### src/rtl/ps2_scan_rx.sv
// ----------------------------------------------------------------------------
// ps2_scan_rx
// PS/2 keyboard receive front end. Synchronises and de-glitches the keyboard
// clock, deserialises 11-bit device-to-host frames, checks odd parity and the
// stop bit, strips E0 (extended) and F0 xx (break) sequences, and presents each
// make code once to the downstream command decoder.
//
// Ports
//   CLK       in   1  system clock, all logic on posedge
//   RESET     in   1  synchronous active-high reset
//   ps2_clk   in   1  raw keyboard clock pin (asynchronous)
//   ps2_data  in   1  raw keyboard data pin (asynchronous)
//   Dato      out  8  last accepted make code, held until the next one
//   flag      out  1  one-cycle pulse, new make code on Dato (Dato settled a cycle earlier)
//   rx_err    out  1  one-cycle pulse on parity, stop-bit or timeout error
// ----------------------------------------------------------------------------
module ps2_scan_rx #(
  parameter int unsigned FILTER_LEN  = 8,
  parameter int unsigned TIMEOUT_CYC = 50000
) (
  input  logic       CLK,
  input  logic       RESET,
  input  logic       ps2_clk,
  input  logic       ps2_data,
  output logic [7:0] Dato,
  output logic       flag,
  output logic       rx_err
);

  localparam int unsigned FCNT_W = $clog2(FILTER_LEN + 1);
  localparam int unsigned WDOG_W = $clog2(TIMEOUT_CYC + 1);

  typedef enum logic [1:0] {
    ST_IDLE   = 2'd0,
    ST_DATA   = 2'd1,
    ST_PARITY = 2'd2,
    ST_STOP   = 2'd3
  } state_t;

  // Input synchronisers and filter state
  logic              r_clk_s1;
  logic              r_clk_s2;
  logic              r_dat_s1;
  logic              r_dat_s2;
  logic              r_filt;
  logic [FCNT_W-1:0] r_fcnt;

  // Frame FSM and datapath
  state_t            r_state;
  logic [2:0]        r_bitcnt;
  logic [7:0]        r_shift;
  logic              r_par;
  logic [WDOG_W-1:0] r_wdog;
  logic              r_break;

  // Output registers
  logic [7:0]        r_dato;
  logic              r_flag_pend;
  logic              r_flag;
  logic              r_err;

  logic              w_filt_flip;
  logic              w_fall;
  logic              w_timeout;
  logic              w_frame_ok;

  // Filtered clock flips once the synced pin has disagreed for FILTER_LEN samples in a row
  assign w_filt_flip = (r_clk_s2 != r_filt) && (r_fcnt == FCNT_W'(FILTER_LEN - 1));
  assign w_fall      = w_filt_flip && r_filt;

  // Watchdog expires only on a cycle that is not itself a falling edge
  assign w_timeout   = (r_state != ST_IDLE) && !w_fall &&
                       (r_wdog == WDOG_W'(TIMEOUT_CYC - 1));

  // Odd parity over data+parity, and a high stop bit (sampled this cycle)
  assign w_frame_ok  = (^{r_shift, r_par}) && r_dat_s2;

  // Two-flop synchronisers; idle line is high
  always_ff @(posedge CLK) begin
    if (RESET) begin
      r_clk_s1 <= 1'b1;
      r_clk_s2 <= 1'b1;
      r_dat_s1 <= 1'b1;
      r_dat_s2 <= 1'b1;
    end else begin
      r_clk_s1 <= ps2_clk;
      r_clk_s2 <= r_clk_s1;
      r_dat_s1 <= ps2_data;
      r_dat_s2 <= r_dat_s1;
    end
  end

  // Clock de-glitch filter: any agreeing sample restarts the run count
  always_ff @(posedge CLK) begin
    if (RESET) begin
      r_filt <= 1'b1;
      r_fcnt <= '0;
    end else if (r_clk_s2 == r_filt) begin
      r_fcnt <= '0;
    end else if (w_filt_flip) begin
      r_filt <= r_clk_s2;
      r_fcnt <= '0;
    end else begin
      r_fcnt <= r_fcnt + FCNT_W'(1);
    end
  end

  // Mid-frame watchdog, reloaded on every falling edge
  always_ff @(posedge CLK) begin
    if (RESET) begin
      r_wdog <= '0;
    end else if (w_fall || (r_state == ST_IDLE) || w_timeout) begin
      r_wdog <= '0;
    end else begin
      r_wdog <= r_wdog + WDOG_W'(1);
    end
  end

  // Frame FSM, prefix stripping and registered outputs
  always_ff @(posedge CLK) begin
    if (RESET) begin
      r_state     <= ST_IDLE;
      r_bitcnt    <= 3'd0;
      r_shift     <= 8'h00;
      r_par       <= 1'b0;
      r_break     <= 1'b0;
      r_dato      <= 8'h00;
      r_flag_pend <= 1'b0;
      r_flag      <= 1'b0;
      r_err       <= 1'b0;
    end else begin
      // flag trails the Dato update by one cycle
      r_flag      <= r_flag_pend;
      r_flag_pend <= 1'b0;
      r_err       <= 1'b0;

      if (w_timeout) begin
        r_state <= ST_IDLE;
        r_err   <= 1'b1;
      end else if (w_fall) begin
        case (r_state)
          ST_IDLE: begin
            // A high start bit is treated as noise, not an error
            if (!r_dat_s2) begin
              r_state  <= ST_DATA;
              r_bitcnt <= 3'd0;
            end
          end
          ST_DATA: begin
            r_shift  <= {r_dat_s2, r_shift[7:1]};
            r_bitcnt <= r_bitcnt + 3'd1;
            if (r_bitcnt == 3'd7) begin
              r_state <= ST_PARITY;
            end
          end
          ST_PARITY: begin
            r_par   <= r_dat_s2;
            r_state <= ST_STOP;
          end
          ST_STOP: begin
            r_state <= ST_IDLE;
            if (!w_frame_ok) begin
              r_err <= 1'b1;
            end else if (r_shift == 8'hE0) begin
              r_break <= r_break;
            end else if (r_shift == 8'hF0) begin
              r_break <= 1'b1;
            end else if (r_break) begin
              // release code of a broken key
              r_break <= 1'b0;
            end else begin
              r_dato      <= r_shift;
              r_flag_pend <= 1'b1;
            end
          end
          default: r_state <= ST_IDLE;
        endcase
      end
    end
  end

  assign Dato   = r_dato;
  assign flag   = r_flag;
  assign rx_err = r_err;

endmodule

### config.mk
export PLATFORM = sky130hd
export DESIGN_NAME = ps2_scan_rx
export DESIGN_NICKNAME = d
export VERILOG_FILES = /design/src/rtl/ps2_scan_rx.sv
export SDC_FILE = /design/constraint.sdc
export NUM_CORES = 1
export LEC_CHECK = 0
export CAP_MARGIN = 20
export CORE_MARGIN = 3
export CORE_UTILIZATION = 45
export DETAILED_ROUTE_END_ITERATION = 12
export PLACE_DENSITY = 0.64
export SYNTH_ARGS = -nofsm -noshare
export SYNTH_HDL_FRONTEND = slang
export SYNTH_SLANG_ARGS = --single-unit
### constraint.sdc
create_clock -name CLK -period 4.9 [get_ports CLK]
set_input_delay 0.98 -clock CLK [delete_from_list [all_inputs] [get_ports CLK]]
set_output_delay 0.98 -clock CLK [all_outputs]
set_load 0.05 [all_outputs]
# Word level (Yosys, flattened, before mapping)
# Index checks and enable logic that the tools add are counted.
# classes
add_sub_neg	3
muxes	11
eq_ne	12
n_bitwise	8
n_reduce_logical	23
# op_table
cell	count
adder 16 x 1 -> 16 bit (second input constant)	1
equality test 16 bit (second input constant)	1
equality test 8 bit (second input constant)	2
AND reduction 3 bit	3
XOR reduction 9 bit	1
inverter 1 bit	8
one-hot mux 2 bit (4 select lines)	1
AND reduction 7 bit	1
OR reduction 7 bit	1
2-to-1 mux 1 bit	6
one-hot mux 3 bit (2 select lines)	1
logical AND 1 bit	5
AND reduction 5 bit	1
adder 4 x 1 -> 4 bit (second input constant)	1
equality test 2 bit (second input constant)	2
equality test 4 x 3 -> 1 bit (second input constant)	1
2-to-1 mux 2 bit	2
!= test 2 bit (second input constant)	2
AND reduction 4 bit	1
nonzero test 2 bit	2
OR reduction 2 bit	2
adder 3 x 1 -> 3 bit (second input constant)	1
equality test 3 bit (second input constant)	1
2-to-1 mux 3 bit	1
8 further kinds	9
# word_totals
input_bits	4
word_cells	73
out_inout_bits	10
ff_bits	51

# Depth between registers and ports, before layout
# logic_depth
word_depth	8
ltp_mapped	7
depth_no_buf	6

# Worst setup path before layout
# OpenSTA, ideal clock, no wires.
# synth_timing
path_kind	register to register
startpoint	register r_shift[4]
endpoint	register r_dato[0], in the netlist Dato[0]
arrival_time_ps	1750
path_slack_ps	3031
path_stages_with_launch	7
n_path_buf	1
synth_period_minus_slack_ps	1869
path_cell_list	dfxtp_1 > xnor2_1 > xnor3_2 > or4_4 > buf_6 > nand3_1 > a21oi_1
# synth_between
elab_chain_len	3
word_cells_on_any_way	7
# synth_rtl
element	line_no	source
start: declaration	51	logic [7:0] r_shift;
start signal: assignment	150	r_shift <= {r_dat_s2, r_shift[7:1]};
equality test 8 bit (tied with other cells)	166	end else if (r_shift == 8'hF0) begin
inverter 1 bit (no source line) or logical AND 1 bit (tied branches)	-	
AND reduction 7 bit (no source line) (*)	-	
end signal: assignment	172	r_dato <= r_shift;
end: declaration	57	logic [7:0] r_dato;
# Mark *: on every way between the ends. The rest lies on a longest branch, timed or not.
# A chain may end at the register's enable or synchronous reset.

# Worst setup path in the final report
# layout_timing
startpoint	register r_dato[0], in the netlist Dato[0]
endpoint	output Dato[0]
# layout_rtl
element	line_no	source
end: declaration	25	output logic [7:0] Dato,
# No word-level cell between the ends.

==> flow_summary_export.csv <==
group,metric,value,unit
outcome,status,"finished clean",
finish,n_antenna_cell,0,
synthesis,synthFlopType,"dfxtp_1",
setup_path,slowest_delay,800,ps
clocking,cts_resized,0,
synthesis,netlist_instances,237,
synthesis,syn-cell-area,2283,µm²
global_route,grt_usage,14.25,%
synthesis,synth_edf_count,0,
power,finalPower,0.6909,mW
synthesis,syn_avg_cell_area,9.635,µm²
floorplanning,fp-row-count,25,
setup_path,crit_slowest_cell,"clkdlybuf4s50_1",
clocking,clkLatencyLatePin,310,ps
global_route,grt_pass1_vias,1523,
synthesis,yosys_warnings,0,
setup_path,crit_family,"buffers and inverters",
global_route,grt_max_degree,34,
synthesis,yosysTopAreaCell,"dfxtp_1",
clocking,htreeDepth,2,
global_route,antenna_found_initial,0,
synthesis,synth_fp_nets,249,
detailed_routing,wire_per_inst,11.99,µm
sta,fmax,0.4100,GHz
min_path,hp-class,"flip-flop to flip-flop",
sta,clock_skew,10.43,ps
global_route,grt-ovfl-total,0,
setup_path,cp_cell_sequence,"clkdlybuf4s50_1",
finish,final_cell_mix,"51 x dfxtp_1, 36 x nor2_1, 17 x xnor2_1",
sta,slew_viol_final,0,
floorplanning,die-area,5965,µm²
synthesis,synth_area_leaders,"dfxtp_1 45%, xnor2_1 6.5%, nor2_1 5.9%, mux2i_1 4.8%, ha_1 4.4%",
clocking,cts-root-buf,"clkbuf_8",
sta,period_share,49.77,%
sta,hold_viol,0,
clocking,clk_path_buf_depth,2,
setup_path,end_kind,"output pin",
clocking,cts_tree,"built",
clocking,cts_buffers,5,
synthesis,synth_seq_cells,51,
finish,drive_gt1_share,8.367,%
sta,worst_pin_slew,500.3,ps
place,post-dp-hpwl,2658,µm
detailed_routing,vias_per_cell,5.138,
floorplanning,core,4817,µm²
synthesis,ys_async_sr_fraction,0,%
detailed_routing,dr.pass1.iters,4,
detailed_routing,drt_wl_total,3812,µm
run,drv_cap,0,
place,port_buffers,13,
clocking,clkSinkCount,51,
sta,finalSetupTns,0,ps
clocking,path_clk_slew,90,ps
detailed_routing,drcViolationCount,0,
power,power.density,271.1,nW/µm²
place,gp_congestion,0.7133,
floorplanning,start_util,47.40,%
synthesis,ys_seq_area_share,44.71,%
sta,fin_crit,2439,ps
power,ir_worst_vdd,155.0,µV
setup_path,cp.required,3920,ps
sta,setup_viol,0,
synthesis,synth.distinct_cells,47,
finish,layout_commonest_cell,"dfxtp_1",
floorplanning,die_w,77.24,µm
floorplanning,pin_count,14,
finish,area_growth,11.62,%
setup_path,crit_buf_inv,1,
sta,slew_headroom,66.54,%
detailed_routing,ant_nets,0,
setup_path,startpoint_type,"flip-flop",
setup_path,crit_arrival,1460,ps
setup_path,crit_type,"flip-flop to output pin",
finish,layout.nets,262,
synthesis,yosys.area.top_type_share,44.71,%
setup_path,crit_fanout,2,
clocking,post_cts_buffers,0,
power,p_leak,0.9146,nW
detailed_routing,vias,1634,
floorplanning,dieHeight,77.24,µm
global_route,grt_pass1_wl,6927,µm
clocking,cts_hold_buf,0,
sta,rsz0062_at_grt,"no",
detailed_routing,drt_iter0_markers,81,
-- where the power goes --
part,leakage (nW),switching (mW),total (mW),internal (mW)
clock,0.0505,0.136,0.265,0.128
combinational,0.452,0.00514,0.00927,0.00413
sequential,0.412,0.00113,0.417,0.416
-- path summary, 6_finish.rpt --
kind	from	endpoint	slack (ps)	depth (start not counted)
worst min register to register	r_clk_s1$_SDFF_PP1_	r_clk_s2$_SDFF_PP1_	410	1
worst max-delay path	Dato[0]$_SDFFE_PP0P_	Dato[0]	2460	1
worst min-delay path	r_clk_s1$_SDFF_PP1_	r_clk_s2$_SDFF_PP1_	410	1
worst max register to register	r_shift[4]$_SDFFE_PP0P_	Dato[4]$_SDFFE_PP0P_	2930	5
-- worst register-to-register path, cell delays in order (launching register included) --
cell	delay, ps
dfxtp_1	430
xnor2_1	150
xnor3_2	520
or4_4	570
nand3_1	110
a21oi_1	70
-- routing by layer --
metal	track usage, %	vias up	share of wire [%]
met5	0	-	0
met4	5.872	0	1.7
met1	19.23	757	52
met2	21.42	17	43
met3	3.873	5	2.9
li1	-	855	-
-- synth_stat cells (2+ instances only) --
library cell,instances
dfxtp_1,51
nor2_1,36
xnor2_1,17
nand3_1,14
mux2i_1,11
a21oi_1,9
nand2_1,9
ha_1,8
nor3_1,8
nand4_1,6
and3_1,5
inv_1,5
o21ai_0,5
or2_2,4
and4_1,3
clkbuf_1,3
nor4bb_1,3
o21ai_1,3
xor2_1,3
a22oi_1,2
a31oi_1,2
and2_1,2
buf_6,2
nor2b_1,2
nor4b_1,2
-- kinds of logic after synthesis --
| family | count (synthesis) | synth area share (%) |
|---|---|---|
| AOI/OAI and AO/OA | 25 | 6.356 |
| muxes | 11 | 4.822 |
| buffers and inverters | 13 | 3.452 |
| and+or+nand+nor | 106 | 25.86 |
| DFF | 51 | 44.71 |
| xor gates and xnor gates | 23 | 10.41 |
| adders and majority gates | 8 | 4.384 |
-- through the flow --
| stage | hold WS (ps) | util (%) | instances | worst slack [ps] | instance area [µm²] |
|---|---|---|---|---|---|
| after global placement | 391.2 | 50.75 | 310 | 2628 | 2445 |
| final | 413.6 | 52.91 | 318 | 2461 | 2549 |
| after global routing | 430.1 | 52.91 | 318 | 2401 | 2549 |
| after floorplan | 389.5 | - | 237 | 3031 | 2283 |
| after detailed placement | 393.8 | 50.75 | 310 | 2531 | 2445 |
| after CTS | 415.2 | 52.91 | 318 | 2447 | 2549 |
-- sequential cells by signal, summed over array words and instances (netlist names), 2 cells and up --
register  flops
r_wdog       16
Dato          8
r_shift       8
r_fcnt        4
r_bitcnt      3
r_state       2
-- final cells by class --
cell class	instances	area [µm²]
multi-input combinational	173	1184
tap	67	83.83
timing repair buffer	14	137.6
clock buffer	7	96.34
sequential	51	1021
inverter	5	18.77
fill	478	2268
clock inverter	1	7.507
(Power assumes the default switching activity.)
